## config.mk

```make
export PLATFORM = sky130hd
export DESIGN_NAME = clkgen_bank
export DESIGN_NICKNAME = d
export VERILOG_FILES = /design/src/rtl/clkgen_bank.sv
export SDC_FILE = /design/constraint.sdc
export NUM_CORES = 1
export LEC_CHECK = 0
export CORE_UTILIZATION = 57
export CTS_CLUSTER_SIZE = 16
export DETAILED_ROUTE_END_ITERATION = 10
export GPL_TIMING_DRIVEN = 0
export PLACE_DENSITY = 0.8
export SKIP_CTS_REPAIR_TIMING = 1
export SLEW_MARGIN = 10
export SYNTH_ARGS = -nofsm -noshare
export SYNTH_HDL_FRONTEND = slang
export SYNTH_SLANG_ARGS = --single-unit
```

## constraint.sdc

```tcl
create_clock -name clk -period 8.4 [get_ports clk]
set_input_delay 2.52 -clock clk [delete_from_list [all_inputs] [get_ports clk]]
set_output_delay 2.52 -clock clk [all_outputs]
set_load 0.02 [all_outputs]
```

## src/rtl/clkgen_bank.sv

```systemverilog
// N-channel programmable clock-enable / PWM generator.
// Each channel has a double-buffered period and high time that apply on a period boundary.
module clkgen_bank #(
    parameter int unsigned    N          = 4,
    parameter int unsigned    W          = 32,
    parameter logic [W-1:0]   DEF_PERIOD = W'(50000000),
    parameter logic [W-1:0]   DEF_HIGH   = W'(25000000)
) (
    input  logic                                   clk,
    input  logic                                   rst_,
    input  logic [N-1:0]                           ena,
    input  logic                                   cfg_we,
    input  logic [((N > 1) ? $clog2(N) : 1)-1:0]   cfg_ch,
    input  logic [W-1:0]                           cfg_period,
    input  logic [W-1:0]                           cfg_high,
    input  logic                                   cfg_sync,
    output logic                                   cfg_err,
    output logic [N-1:0]                           pend,
    output logic [N-1:0]                           gen,
    output logic [N-1:0]                           tick
);

    localparam int unsigned CW = (N > 1) ? $clog2(N) : 1;

    logic [W-1:0] cnt_q  [N];
    logic [W-1:0] cnt_d  [N];
    logic [W-1:0] per_q  [N];
    logic [W-1:0] per_d  [N];
    logic [W-1:0] hi_q   [N];
    logic [W-1:0] hi_d   [N];
    logic [W-1:0] sper_q [N];
    logic [W-1:0] sper_d [N];
    logic [W-1:0] shi_q  [N];
    logic [W-1:0] shi_d  [N];
    logic [N-1:0] act_q;
    logic [N-1:0] pend_d;
    logic [N-1:0] gen_d;
    logic [N-1:0] tick_d;
    logic [N-1:0] wrap;
    logic [N-1:0] restart;
    logic         wr_ok;
    logic         err_d;

    // Write is legal only for an existing channel with a nonzero period and high <= period.
    always_comb begin
        wr_ok = cfg_we && (32'(cfg_ch) < N) && (cfg_period != '0) && (cfg_high <= cfg_period);
        err_d = cfg_we && !wr_ok;
    end

    // Per-channel next state; apply uses the pre-edge shadow so a same-edge write stays pending.
    always_comb begin
        wrap    = '0;
        restart = '0;
        pend_d  = pend;
        gen_d   = '0;
        tick_d  = '0;
        for (int i = 0; i < int'(N); i++) begin
            cnt_d[i]  = cnt_q[i];
            per_d[i]  = per_q[i];
            hi_d[i]   = hi_q[i];
            sper_d[i] = sper_q[i];
            shi_d[i]  = shi_q[i];

            wrap[i]    = act_q[i] && (cnt_q[i] == (per_q[i] - W'(1)));
            restart[i] = cfg_sync || !ena[i] || !act_q[i] || wrap[i];

            if (pend[i] && restart[i]) begin
                per_d[i]  = sper_q[i];
                hi_d[i]   = shi_q[i];
                pend_d[i] = 1'b0;
            end

            cnt_d[i] = restart[i] ? '0 : (cnt_q[i] + W'(1));

            if (wr_ok && (cfg_ch == CW'(i))) begin
                sper_d[i] = cfg_period;
                shi_d[i]  = cfg_high;
                pend_d[i] = 1'b1;
            end

            gen_d[i]  = ena[i] && (cnt_d[i] < hi_d[i]);
            tick_d[i] = ena[i] && (cnt_d[i] == '0);
        end
    end

    always_ff @(posedge clk or negedge rst_) begin
        if (!rst_) begin
            for (int i = 0; i < int'(N); i++) begin
                cnt_q[i]  <= '0;
                per_q[i]  <= DEF_PERIOD;
                hi_q[i]   <= DEF_HIGH;
                sper_q[i] <= DEF_PERIOD;
                shi_q[i]  <= DEF_HIGH;
            end
            act_q   <= '0;
            pend    <= '0;
            gen     <= '0;
            tick    <= '0;
            cfg_err <= 1'b0;
        end else begin
            for (int i = 0; i < int'(N); i++) begin
                cnt_q[i]  <= cnt_d[i];
                per_q[i]  <= per_d[i];
                hi_q[i]   <= hi_d[i];
                sper_q[i] <= sper_d[i];
                shi_q[i]  <= shi_d[i];
            end
            act_q   <= ena;
            pend    <= pend_d;
            gen     <= gen_d;
            tick    <= tick_d;
            cfg_err <= err_d;
        end
    end

endmodule

```

==> results.md, run 1 <==
- Leading area contributor after synthesis: dfrtp_1
- Clock Pin Slew Worst Setup and Hold Paths: 0.06 ns
- Final Max Tran Viols: 0
- Non-filler cells, final: 4323
- Port Buffers: 86
- CP startpoint: cfg_period[22]
- Site Rows: 92
- Worst-margin pin slew: 1.10 ns
- Crit path arrival time: 7.75 ns
- GRT Residual Overflow: 0
- Worst Skew: 0.0212 ns
- Most common cell after layout, fill and taps aside: dfrtp_1
- Top FF cell, synth: dfrtp_1
- Clock Root Buffer: clkbuf_16
- Mapped Nets: 3485
- Initial antenna violation count: 16
- Flop2flop setup slack: 1.92 ns
- Clock sinks: 657
- DP HPWL: 71.2 mm
- Total CTS buffers: 71
- Synth warn: 0
- Inst Count DP: 4185
- R2r worst-path depth: 25
- Area added between synthesis and finish: 12.6%
- Syn Std Cell Area: 0.0363 mm²
- Combinational power share: 26.7%
- Utilization after layout: 64.9%
- Setup CP Type: input pin to flop
- CTS tree: built
- Slew headroom: 26.2%
- Final hold vios: 0
- Fmax achieved: 138 MHz
- Worst Hold Class: flop to flop
- Clk_lat worst skew: 0.63 ns
- WP data required: 8.90 ns
- Pwr dens: 282 mW/mm²
- End of the worst register-to-register path: gen[3]
- Switching power: 3.71 mW
- Flop pwr share: 44.6%
- Most frequent cells in the layout: 465 x dfrtp_1, 403 x mux2_2, 227 x nor2_1
- Outcome: finished clean
- RSZ-0062 raised after global routing: false
- Antenna Nets Post-Route: 0
- Clock network fraction of total power: 28.7%
- Vias: 26562
- Max-cap violations: 0
- Crit Reg-Reg Startpoint: per_q[0]
- Avg WL per Cell: 23.5 µm
- Met1 Use GR: 43.4%
- Post-synth ARST share: 100%
- Synth cell types: 83
- Setup TNS: 0 ns
- Leakage: 18.0 nW
- Crit. End Element: flop
- Pre-CTS worst setup slack: 0.758 ns
- Final Net Count: 3650
- Met2 usage: 49.4%
- Vias per Instance: 6.14
- Sequential area share after synthesis: 46.0%
- Worst Path Max Fanout: 10
- Initial DRC count: 2389
- EDFF count, synth: 0
- Synth Instances: 3247
- Total Routing Usage GR: 32.1%
- Gpl congestion: 0.965
- Synth area leaders: dfrtp_1 32%, dfstp_2 14%, mux2_2 13%
- Initial Utilization: 57.6%
- Register bit total from synthesis: 657
- Die area: 0.0646 mm²
- Vias in the first global route: 26000
- Fraction of layout cells with a size suffix above 1: 23.4%
- Crit path time final: 7.25 ns
- Final WL: 101 mm
- Final setup fails: 0
- Final Power: 11.5 mW
- Met3 Usage GRT: 6.36%
- First-pass GRT wire length: 155 mm
- Synth Area per Inst: 11.2 µm²
- Internal cell power: 7.81 mW
- Busiest grt layer: met2
- Max Root-Sink Buffers: 3
- Fin crit share: 86.3%
- Die width: 254 µm
- Max IR drop VDD: 0.183 mV
- Crit start category: input pin
- Die height: 254 µm
- Num ports: 87
- Share of the synthesized area in the top cell type: 32.1%
- CP Capture Point: sper_q[0]
- DRC Markers: 0
- Core ar.: 0.0630 mm²
- Sw Share: 32.2%
- Worst Setup Slack, final: 1.15 ns
- Pre-antenna DRT Iters: 8
- H-tree Lvls: 3
- Largest net degree at the start of global routing: 110
==> metrics by stage <==
step	instance area, µm²	hold WS, ns
global route	40800	0.494
detailed placement	38400	0.472
finish	40900	0.486
floorplan	36300	0.450
CTS	40800	0.486
global placement	38200	0.461
==> Yosys cell counts, types with 77 or more instances <==
master and instances:
xnor2_1 184, nand4_1 77, xor2_1 121, nand3_1 95, nand2_1 113, inv_1 130, nor2_1 227, dfrtp_1 465
ha_1 164, mux2_2 403, dfstp_2 192, clkbuf_1 108, mux2i_1 147, nor3_1 81
==> layout make-up <==
cell class | count | area, µm²
inverter | 130 | 488
sequential | 657 | 16700
clock inverter | 30 | 370
timing repair buffer | 92 | 1030
fill | 4769 | 22100
buffer | 176 | 871
multi-input combinational | 2284 | 18200
antenna | 7 | 17.5
tap | 846 | 1060
clock buffer | 101 | 2100
==> routing by layer <==
metal	vias up	wire length (µm)
met5	-	0
met4	0	5840
met3	282	8390
met2	1083	45000
met1	13211	42200
li1	11986	-
==> state kept, by name, summed over array words and instances (netlist names) <==
signal	cells
shi_q	128
gen	4
tick	4
pend	4
sper_q	128
cnt_q	128
act_q	4
cfg_err	1
hi_q	128
per_q	128
==> critical path: stages <==
cell             delay, ns
clkdlybuf4s50_1       1.19
inv_1                 0.13
ha_1                  0.37
a21o_1                0.18
a221oi_1              0.29
o21bai_1              0.11
a22o_1                0.25
or4_1                 0.56
a21oi_1               0.31
and3_1                0.35
clkbuf_1              0.69
buf_2                 0.40
mux2_2                0.38
==> cells by family (layout without fill, tap and decap cells) <==
family	count (synthesis)	in the layout	share of synthesized area (%)
simple gates	888	888	13.1
flops	657	657	46.0
mux	595	595	18.0
compound gates	332	332	6.16
buf+inv	306	529	3.75
xor+xnor	305	305	7.36
fa+ha+maj	164	164	5.66
other cells	0	7	0
==> worst min-delay path by stage <==
stage / start / endpoint / slack (ns) / cells past startpoint
5_1_grt: hi_q[101] / hi_q[101] / 0.49 / 1
2_1_floorplan: hi_q[0] / hi_q[0] / 0.45 / 1
4_1_cts: sper_q[80] / per_q[80] / 0.49 / 1
3_3_place_gp: hi_q[32] / hi_q[32] / 0.46 / 1
3_5_place_dp: hi_q[32] / hi_q[32] / 0.47 / 1
6_report: hi_q[101] / hi_q[101] / 0.49 / 1
==> power by group through the flow <==
stage	logic (mW)	registers (mW)	clock network, mW
final	3.07	5.14	3.30
after floorplan	2.29	4.90	0
after global routing	3.37	5.26	3.47
after global placement	2.90	5.13	0
after detailed placement	3.01	5.16	0
after CTS	3.06	5.12	3.34
Power figures use the tool's default switching activity.
==> run 2: changes to the inputs <==
--- a/config.mk
+++ b/config.mk
@@ -5,6 +5,7 @@
 export SDC_FILE = /design/constraint.sdc
 export NUM_CORES = 1
 export LEC_CHECK = 0
+export ABC_CLOCK_PERIOD_IN_PS = 8400
 export CORE_UTILIZATION = 57
 export CTS_CLUSTER_SIZE = 16
 export DETAILED_ROUTE_END_ITERATION = 10
==> results of run 2 <==
Final layout, timing and power as in run 1 (identical DEF).
